File: config.mk
export PLATFORM = sky130hd
export DESIGN_NAME = miriscv_lsu
export DESIGN_NICKNAME = d
export VERILOG_FILES = /design/src/rtl/miriscv_decode_pkg.sv /design/src/rtl/miriscv_lsu_align.sv /design/src/rtl/miriscv_lsu.sv
export SDC_FILE = /design/constraint.sdc
export NUM_CORES = 1
export LEC_CHECK = 0
export ABC_CLOCK_PERIOD_IN_PS = 1900
export CELL_PAD_IN_SITES_DETAIL_PLACEMENT = 0
export CELL_PAD_IN_SITES_GLOBAL_PLACEMENT = 2
export CORE_ASPECT_RATIO = 1.5
export CORE_MARGIN = 2
export CORE_UTILIZATION = 21
export CTS_BUF_LIST = sky130_fd_sc_hd__clkbuf_8 sky130_fd_sc_hd__clkbuf_16
export CTS_CLUSTER_DIAMETER = 200
export CTS_CLUSTER_SIZE = 30
export DETAILED_ROUTE_END_ITERATION = 10
export PLACE_DENSITY_LB_ADDON = 0.1
export SKIP_CTS_REPAIR_TIMING = 1
export SLEW_MARGIN = 20
export SYNTH_ARGS = -nofsm -noshare
export SYNTH_HDL_FRONTEND = slang
export SYNTH_HIERARCHICAL = 1
export SYNTH_SLANG_ARGS = --single-unit
export TNS_END_PERCENT = 50
File: constraint.sdc
create_clock -name clk_i -period 1.9 [get_ports clk_i]
set_clock_uncertainty 0.05 [all_clocks]
set_input_delay 0.19 -clock clk_i [delete_from_list [all_inputs] [get_ports clk_i]]
set_output_delay 0.19 -clock clk_i [all_outputs]
set_load 0.005 [all_outputs]
File: src/rtl/miriscv_decode_pkg.sv
// Shared decode/LSU definitions: memory access size codes, LSU FSM states and byte-enable patterns.
package miriscv_decode_pkg;

    localparam logic [2:0] MEM_ACCESS_WORD  = 3'd0;
    localparam logic [2:0] MEM_ACCESS_HALF  = 3'd1;
    localparam logic [2:0] MEM_ACCESS_BYTE  = 3'd2;
    localparam logic [2:0] MEM_ACCESS_UHALF = 3'd3;
    localparam logic [2:0] MEM_ACCESS_UBYTE = 3'd4;

    typedef enum logic [1:0] {
        IDLE  = 2'd0,
        REQ   = 2'd1,
        RESP  = 2'd2,
        DRAIN = 2'd3
    } lsu_state_t;

    localparam logic [3:0] BE_WORD = 4'b1111;
    localparam logic [3:0] BE_HALF = 4'b0011;
    localparam logic [3:0] BE_BYTE = 4'b0001;

    // Unused size codes (5-7) behave as full-word accesses.
    function automatic logic [2:0] norm_size(input logic [2:0] size);
        return (size > MEM_ACCESS_UBYTE) ? MEM_ACCESS_WORD : size;
    endfunction

endpackage

File: src/rtl/miriscv_lsu_align.sv
// Combinational data alignment for the LSU: store byte enables / lane replication and
// load byte/half extraction with sign or zero extension.
module miriscv_lsu_align
    import miriscv_decode_pkg::*;
#(
    parameter int XLEN = 32
) (
    input  logic [2:0]      size,
    input  logic [1:0]      addr_lo,
    input  logic [XLEN-1:0] wdata,
    input  logic [XLEN-1:0] rdata,
    output logic [3:0]      be,
    output logic [XLEN-1:0] wdata_rep,
    output logic [XLEN-1:0] rdata_ext
);

    logic signed [7:0]  byte_s;
    logic signed [15:0] half_s;

    always_comb begin
        be        = BE_WORD;
        wdata_rep = wdata;
        rdata_ext = rdata;
        byte_s    = rdata[{addr_lo, 3'b000} +: 8];
        half_s    = addr_lo[1] ? rdata[31:16] : rdata[15:0];
        case (norm_size(size))
            MEM_ACCESS_HALF: begin
                be        = addr_lo[1] ? (BE_HALF << 2) : BE_HALF;
                wdata_rep = {2{wdata[15:0]}};
                rdata_ext = XLEN'(half_s);
            end
            MEM_ACCESS_UHALF: begin
                be        = addr_lo[1] ? (BE_HALF << 2) : BE_HALF;
                wdata_rep = {2{wdata[15:0]}};
                rdata_ext = XLEN'(unsigned'(half_s));
            end
            MEM_ACCESS_BYTE: begin
                be        = BE_BYTE << addr_lo;
                wdata_rep = {4{wdata[7:0]}};
                rdata_ext = XLEN'(byte_s);
            end
            MEM_ACCESS_UBYTE: begin
                be        = BE_BYTE << addr_lo;
                wdata_rep = {4{wdata[7:0]}};
                rdata_ext = XLEN'(unsigned'(byte_s));
            end
            default: ;
        endcase
    end

endmodule

File: src/rtl/miriscv_lsu.sv
// Load/store unit: one outstanding req/gnt/rvalid transaction, pipeline stall and kill/drain handling.
// Build option MIRISCV_LSU_MISALIGN_TRAP_EN: misaligned word/half accesses raise lsu_misalign_o instead of issuing.
module miriscv_lsu
    import miriscv_decode_pkg::*;
#(
    parameter int XLEN = 32
) (
    input  logic            clk_i,
    input  logic            arstn_i,
    input  logic            lsu_req_i,
    input  logic            lsu_we_i,
    input  logic [2:0]      lsu_size_i,
    input  logic [XLEN-1:0] lsu_addr_i,
    input  logic [XLEN-1:0] lsu_wdata_i,
    input  logic            lsu_kill_i,
    output logic            lsu_stall_o,
    output logic            lsu_rvalid_o,
    output logic [XLEN-1:0] lsu_rdata_o,
    output logic            lsu_misalign_o,
    output logic            data_req_o,
    output logic            data_we_o,
    output logic [3:0]      data_be_o,
    output logic [XLEN-1:0] data_addr_o,
    output logic [XLEN-1:0] data_wdata_o,
    input  logic            data_gnt_i,
    input  logic            data_rvalid_i,
    input  logic [XLEN-1:0] data_rdata_i
);

    lsu_state_t      state, state_nxt;
    logic [XLEN-1:0] addr_p1, wdata_p1, addr_fix;
    logic [2:0]      size_p1;
    logic            we_p1;
    logic            is_word, is_half, trap, accept;
    logic [3:0]      be_a;
    logic [XLEN-1:0] wdata_a, rdata_a;

    assign is_word = (norm_size(lsu_size_i) == MEM_ACCESS_WORD);
    assign is_half = (lsu_size_i == MEM_ACCESS_HALF) || (lsu_size_i == MEM_ACCESS_UHALF);

`ifdef MIRISCV_LSU_MISALIGN_TRAP_EN
    logic misaligned;
    assign misaligned = is_word ? (lsu_addr_i[1:0] != 2'b00) : (is_half & lsu_addr_i[0]);
    assign trap       = (state == IDLE) & lsu_req_i & ~lsu_kill_i & misaligned;
    assign addr_fix   = lsu_addr_i;
`else
    // Misaligned low address bits are silently cleared and the access proceeds.
    assign trap     = 1'b0;
    assign addr_fix = {lsu_addr_i[XLEN-1:2],
                       is_word ? 2'b00 : {lsu_addr_i[1], lsu_addr_i[0] & ~is_half}};
`endif

    assign lsu_misalign_o = trap;
    assign accept         = (state == IDLE) & lsu_req_i & ~lsu_kill_i & ~trap;

    // Request capture stage
    always_ff @(posedge clk_i) begin
        if (!arstn_i) begin
            state    <= IDLE;
            addr_p1  <= '0;
            wdata_p1 <= '0;
            size_p1  <= MEM_ACCESS_WORD;
            we_p1    <= 1'b0;
        end else begin
            state <= state_nxt;
            if (accept) begin
                addr_p1  <= addr_fix;
                wdata_p1 <= lsu_wdata_i;
                size_p1  <= lsu_size_i;
                we_p1    <= lsu_we_i;
            end
        end
    end

    always_comb begin
        state_nxt = state;
        case (state)
            IDLE:  if (accept) state_nxt = REQ;
            REQ: begin
                if (data_gnt_i)      state_nxt = lsu_kill_i ? DRAIN : RESP;
                else if (lsu_kill_i) state_nxt = IDLE;
            end
            RESP: begin
                // A response arriving with a kill still closes the transaction.
                if (data_rvalid_i)   state_nxt = IDLE;
                else if (lsu_kill_i) state_nxt = DRAIN;
            end
            DRAIN: if (data_rvalid_i) state_nxt = IDLE;
            default: state_nxt = IDLE;
        endcase
    end

    miriscv_lsu_align #(.XLEN(XLEN)) u_align (
        .size      (size_p1),
        .addr_lo   (addr_p1[1:0]),
        .wdata     (wdata_p1),
        .rdata     (data_rdata_i),
        .be        (be_a),
        .wdata_rep (wdata_a),
        .rdata_ext (rdata_a)
    );

    // Memory request / response stage
    assign data_req_o   = (state == REQ);
    assign data_we_o    = data_req_o & we_p1;
    assign data_be_o    = data_req_o ? be_a : 4'b0000;
    assign data_addr_o  = data_req_o ? {addr_p1[XLEN-1:2], 2'b00} : '0;
    assign data_wdata_o = data_req_o ? wdata_a : '0;

    assign lsu_rvalid_o = (state == RESP) & data_rvalid_i & ~lsu_kill_i;
    assign lsu_rdata_o  = (lsu_rvalid_o & ~we_p1) ? rdata_a : '0;

    assign lsu_stall_o = arstn_i & ((state == REQ) | (state == DRAIN) |
                         (lsu_req_i & ~lsu_kill_i & ~((state == RESP) & data_rvalid_i) & ~trap));

endmodule

==> results of run 1 <==
stage by stage:
| stage | setup WS [ns] | hold WS (ns) |
|---|---|---|
| final | -0.489 | 0.363 |
| after global routing | -0.564 | 0.358 |
| after CTS | -0.902 | 0.349 |
| after detailed placement | -0.636 | 0.396 |
| after global placement | -0.602 | 0.393 |
| after floorplan | -0.00365 | 0.275 |
tightest hold or removal path, delay by kind of cell:
family / cells / cell delay (ns)
AOI/OAI and AO/OA: 1 / 0.05
buffers and inverters: 1 / 0.39
and+or+nand+nor: 1 / 0.06
worst paths after layout:
check	startpoint	end	slack, ns
setup / recovery	addr_p1[0]	lsu_rdata_o[10]	-0.49
hold reg to reg	addr_p1[17]	addr_p1[17]	0.40
hold / removal	lsu_addr_i[30]	addr_p1[30]	0.36
setup reg to reg	state[0]	wdata_p1[25]	0.27
flip-flops by register name (all words and copies together) (netlist names):
signal / count
addr_p1: 32
size_p1: 3
state: 2
wdata_p1: 32
we_p1: 1
cell usage in the layout (no fill, tap or decap), types with 26 or more instances in the layout:
master           count
buf_4               71
nand2_1            135
dfxtp_1             64
clkbuf_2            33
buf_6               37
a21boi_1            26
a21boi_0            40
dlymetal6s2s_1      36
clkdlybuf4s50_1    115
and2_1              84
power groups by stage:
stage	Combinational, W	Sequential [W]	Clock, W
2_1_floorplan	0.000583	0.00162	0
3_3_place_gp	0.00124	0.00163	0
3_5_place_dp	0.00124	0.00164	0
4_1_cts	0.00125	0.00161	0.00165
5_1_grt	0.00153	0.00162	0.00172
6_report	0.00141	0.00161	0.00157
cell families after synthesis:
kind of cell           share of synthesized area [%]
AND/OR/NAND/NOR                                 32.0
AO/OA/AOI/OAI                                   22.1
flip-flops                                      28.6
buffers and inverters                           8.14
multiplexers                                    8.57
XOR/XNOR                                       0.536
other                                         0.0765
final cells by class:
class | count | area [µm²] | area share [%]
multi-input cells | 473 | 3290 | 38.8
inverters | 2 | 7.51 | 0.0886
clock buffers | 10 | 239 | 2.82
clock inverters | 6 | 38.8 | 0.458
flip-flops and latches | 70 | 1420 | 16.8
repair buffers | 322 | 3130 | 36.9
well taps | 280 | 350 | 4.14
metal layers:
layer | track usage [%] | vias up | share of wire, %
met5 | 0 | - | 0
met4 | 3.18 | 0 | 0.91
met3 | 2.69 | 10 | 5.3
met2 | 29.6 | 164 | 54
met1 | 17.5 | 2505 | 40
li1 | - | 2587 | -
==> results.json, run 1 <==
{
  "outcome": "finished, violations left",
  "failed_checks": "negative setup slack",
  "crit_arrival_ns": 2.15,
  "overflow": 0,
  "ios": 211,
  "port_buffers": 207,
  "power.density_nw_per_um2": 541,
  "critPathCaptureType": "output pin",
  "cts_root_buf": "clkbuf_16",
  "firstDrtPassIters": 5,
  "finish.utilization_pct": 36.9,
  "dieArea_um2": 24600,
  "num_vias": 5266,
  "h-tree-depth": 3,
  "power_leakage_nw": 4.10,
  "min_path_type": "primary input to register",
  "crit_type": "register to output pin",
  "worstHoldPathCells": 3,
  "cp.depth": 7,
  "grt_pass1_wl_um": 29800,
  "routabilityCongestion": 0.804,
  "slew_viol_final": 0,
  "clock_latency_ns": 0.33,
  "critPathSlowestCell": "mux4_2",
  "antenna_found_initial": 0,
  "required_ns": 1.66,
  "synth-edff-count": 0,
  "p_int_w": 0.00328,
  "synth_top_area_share_pct": 28.6,
  "fin_crit_sh_pct": 126,
  "final_nets": 984,
  "fillers": 2443,
  "critical-path-top-delay-family": "multiplexers",
  "place_area_um2": 7690,
  "antenna_left": 0,
  "layout-drive-gt1-share_pct": 32.2,
  "yosysMostFrequentCell": "nand2_1",
  "die_height_um": 191,
  "start_util_pct": 21.4,
  "setup_ws_ns": -0.489,
  "seqPwrFrac_pct": 35.0,
  "path_cells": "mux4_2, and3_4, buf_6, buf_6, a221o_1, and2_1, buf_2",
  "sw_frac_of_total_pct": 28.4,
  "postSynthCellCount": 610,
  "power_frac_clock_pct": 34.2,
  "drc_errors": 0,
  "grt_pass1_vias": 5288,
  "power.total_w": 0.00459,
  "cp_common_cell": "buf_6",
  "core_um2": 23000,
  "track_usage_pct": 15.4,
  "fin_cells": 1163,
  "synth_area_leader_cell": "dfxtp_1",
  "synth_warnings": 6,
  "die_x_um": 129,
  "cp-start-kind": "register",
  "max_cap_violations": 0,
  "first_iter_violations": 128,
  "cp_num_buf_inv": 3,
  "wl_per_cell_um": 17.2,
  "cp_max_fo": 4,
  "row_count": 68,
  "synthArstFlopShare_pct": 0,
  "synth_top_flop_cell": "dfxtp_1",
  "wl_um": 20000,
  "slowest_delay_ns": 0.55,
  "avgSynthCellArea_um2": 8.04,
  "rr_worst_depth": 5,
  "tritoncts": "built",
  "hpwl_um": 14800,
  "area_growth_pct": 72.7,
  "clock.fmax_mhz": 419,
  "routed_via_density": 4.53,
  "synth_commonest_cells": "nand2_1, and2_1, dfxtp_1, a21boi_0, clkbuf_1",
  "ys_top_cells_by_area": "dfxtp_1, and2_1, nand2_1",
  "power_switching_w": 0.00130,
  "ctsLongestPathBuffers": 2,
  "path_clk_slew_ns": 0.06,
  "synth-seq-cells": 70,
  "clock-sinks": 70,
  "numCtsBuffers": 9,
  "diodes": 0,
  "rsz0062_at_grt": "true",
  "fin_setup_tns_ns": -20.29,
  "grt_max_degree": 73,
  "yosysSeqAreaShare_pct": 28.6,
  "setup_viol": 70,
  "syn_area_um2": 4900,
  "pwr-share-comb_pct": 30.8,
  "peakVddDrop_v": 0.000355,
  "finalHoldViolCount": 0,
  "final_cell_area_um2": 8470,
  "min_period_ns": 2.39,
  "yosysUniqueCellTypes": 44,
  "dp.cells": 1111
}
No activity file was read; power rests on OpenSTA's default activity.
==> run 2, diff against run 1 <==
--- a/config.mk
+++ b/config.mk
@@ -8,7 +8,7 @@
 export ABC_CLOCK_PERIOD_IN_PS = 1900
 export CELL_PAD_IN_SITES_DETAIL_PLACEMENT = 0
 export CELL_PAD_IN_SITES_GLOBAL_PLACEMENT = 2
-export CORE_ASPECT_RATIO = 1.5
+export CORE_ASPECT_RATIO = 1.4
 export CORE_MARGIN = 2
 export CORE_UTILIZATION = 21
 export CTS_BUF_LIST = sky130_fd_sc_hd__clkbuf_8 sky130_fd_sc_hd__clkbuf_16
@@ -16,6 +16,7 @@
 export CTS_CLUSTER_SIZE = 30
 export DETAILED_ROUTE_END_ITERATION = 10
 export PLACE_DENSITY_LB_ADDON = 0.1
+export SETUP_SLACK_MARGIN = 0.02
 export SKIP_CTS_REPAIR_TIMING = 1
 export SLEW_MARGIN = 20
 export SYNTH_ARGS = -nofsm -noshare
==> run 2 against run 1 <==
Net effect: the flow still finishes with violations (negative setup slack); power up 1.9%; setup slack worse by 0.083 ns; sequential share of layout area up 0.12 points; non-clock buffer count up 3; cell area down 0.10%; routed wire length up 3.5%; critical endpoint is now lsu_rdata_o[24]; largest cell class unchanged.
==> results.json, run 2 (synthesis gave the netlist of run 1 again) <==
{
  "clock_latency_ns": 0.32,
  "wl_um": 20800,
  "routed_via_density": 4.44,
  "startpoint": "addr_p1[0]",
  "timing.rr.end": "wdata_p1[21]",
  "path_cells": "mux4_2, a32oi_4, clkbuf_16, buf_8, buf_6, nand2_1, and2_1, clkbuf_2",
  "setup_viol": 69,
  "diodes": 0,
  "critPathSlowestCell": "mux4_2",
  "crit_arrival_ns": 2.23,
  "final_nets": 987,
  "cts_root_buf": "clkbuf_16",
  "track_usage_pct": 15.9,
  "r2r-start": "state[0]",
  "cp_max_fo": 5,
  "ctsLongestPathBuffers": 2,
  "cp_num_buf_inv": 4,
  "power_leakage_nw": 4.01,
  "row_count": 66,
  "min_path_type": "primary input to register",
  "ios": 211,
  "hpwl_um": 15300,
  "overflow": 0,
  "wl_per_cell_um": 17.4,
  "max_cap_violations": 0,
  "r2r_slack_ns": 0.25,
  "area_growth_pct": 72.5,
  "first_iter_violations": 141,
  "port_buffers": 207,
  "critical-path-top-delay-family": "multiplexers",
  "crit_type": "register to output pin",
  "slew_viol_final": 0,
  "drc_errors": 0,
  "cp.depth": 8,
  "place_area_um2": 7730,
  "dieArea_um2": 24600,
  "tritoncts": "built",
  "layout-drive-gt1-share_pct": 32.7,
  "grt_pass1_vias": 5275,
  "rsz0062_at_grt": "true",
  "largestRegisters": "addr_p1 x32, wdata_p1 x32, size_p1 x3",
  "slowest_delay_ns": 0.57,
  "final_cell_area_um2": 8460,
  "final_common_cell": "nand2_1",
  "min_period_ns": 2.47,
  "finalHoldViolCount": 0,
  "numCtsBuffers": 9,
  "crit_end": "lsu_rdata_o[24]",
  "outcome": "finished, violations left",
  "power.density_nw_per_um2": 552,
  "firstDrtPassIters": 4,
  "die_height_um": 185,
  "peakVddDrop_v": 0.000317,
  "failed_checks": "negative setup slack",
  "mostFrequentLayoutCells": "nand2_1, clkdlybuf4s50_1, and2_1",
  "start_util_pct": 21.2,
  "path_clk_slew_ns": 0.06,
  "required_ns": 1.66,
  "num_vias": 5289,
  "critPathCaptureType": "output pin",
  "clock.fmax_mhz": 404,
  "routabilityCongestion": 0.968,
  "fin_crit_sh_pct": 130,
  "core_um2": 23100,
  "rr_worst_depth": 5,
  "fin_setup_tns_ns": -20.48,
  "grt_max_degree": 73,
  "cp-start-kind": "register",
  "clock-sinks": 70,
  "grt_pass1_wl_um": 30300,
  "die_x_um": 133,
  "antenna_left": 0,
  "setup_ws_ns": -0.573,
  "h-tree-depth": 3,
  "antenna_found_initial": 2
}
run 2: cell count changes in the layout (fill, tap and decap cells not counted), sizes merged:
cell / previous run / this run
clkinv: 4 / 2
clkinvlp: 1 / 3
clkdlybuf4s50: 115 / 117
clkbuf: 45 / 57
buf: 136 / 129
dlymetal6s2s: 36 / 31
bufinv: 0 / 1
run 2: routing by layer:
layer	wire [µm]	up-vias	GRT usage (%)
li1	-	2599	-
met4	541	2	5.96
met2	10400	172	28.6
met5	10	-	0
met3	1270	24	3.61
met1	8540	2492	18.5
run 2: through the flow:
stage | total power (W) | setup slack [ns] | cells | hold slack (ns) | utilization [%]
after floorplan | 0.00221 | -0.00365 | 612 | 0.275 | -
after global placement | 0.00287 | -0.619 | 1143 | 0.392 | 33.5
after detailed placement | 0.00289 | -0.646 | 1143 | 0.397 | 33.5
after CTS | 0.00462 | -0.929 | 1159 | 0.345 | 34.7
after global routing | 0.00495 | -0.653 | 1192 | 0.356 | 36.6
final | 0.00467 | -0.573 | 1192 | 0.343 | 36.6
run 2: area by class of cell:
cell class | instances | area, µm²
well taps | 306 | 383
fillers | 2456 | 14700
repair buffers | 325 | 3070
clock buffers | 9 | 225
multi-input cells | 473 | 3280
inverters | 2 | 7.51
flip-flops and latches | 70 | 1430
clock inverters | 7 | 66.3
run 2: worst min-delay path: cells and delay by family:
| family | cells | cell delay [ns] |
|---|---|---|
| buffers and inverters | 2 | 0.33 |
| and+or+nand+nor | 1 | 0.15 |
run 2: where the power goes:
group	total (W)	internal, W	switching [W]
clock network	0.00168	0.00101	0.000674
registers	0.00161	0.00154	0.0000646
logic	0.00138	0.000790	0.000593
run 2: how the worst min path moves through the flow:
stage / startpoint / endpoint / slack (ns) / cells past startpoint
floorplan: lsu_addr_i[17] / addr_p1[17] / 0.27 / 2
global placement: addr_p1[20] / addr_p1[20] / 0.39 / 2
detailed placement: addr_p1[27] / addr_p1[27] / 0.40 / 2
CTS: lsu_addr_i[30] / addr_p1[30] / 0.35 / 3
global route: arstn_i / addr_p1[15] / 0.36 / 3
finish: arstn_i / state[1] / 0.34 / 3
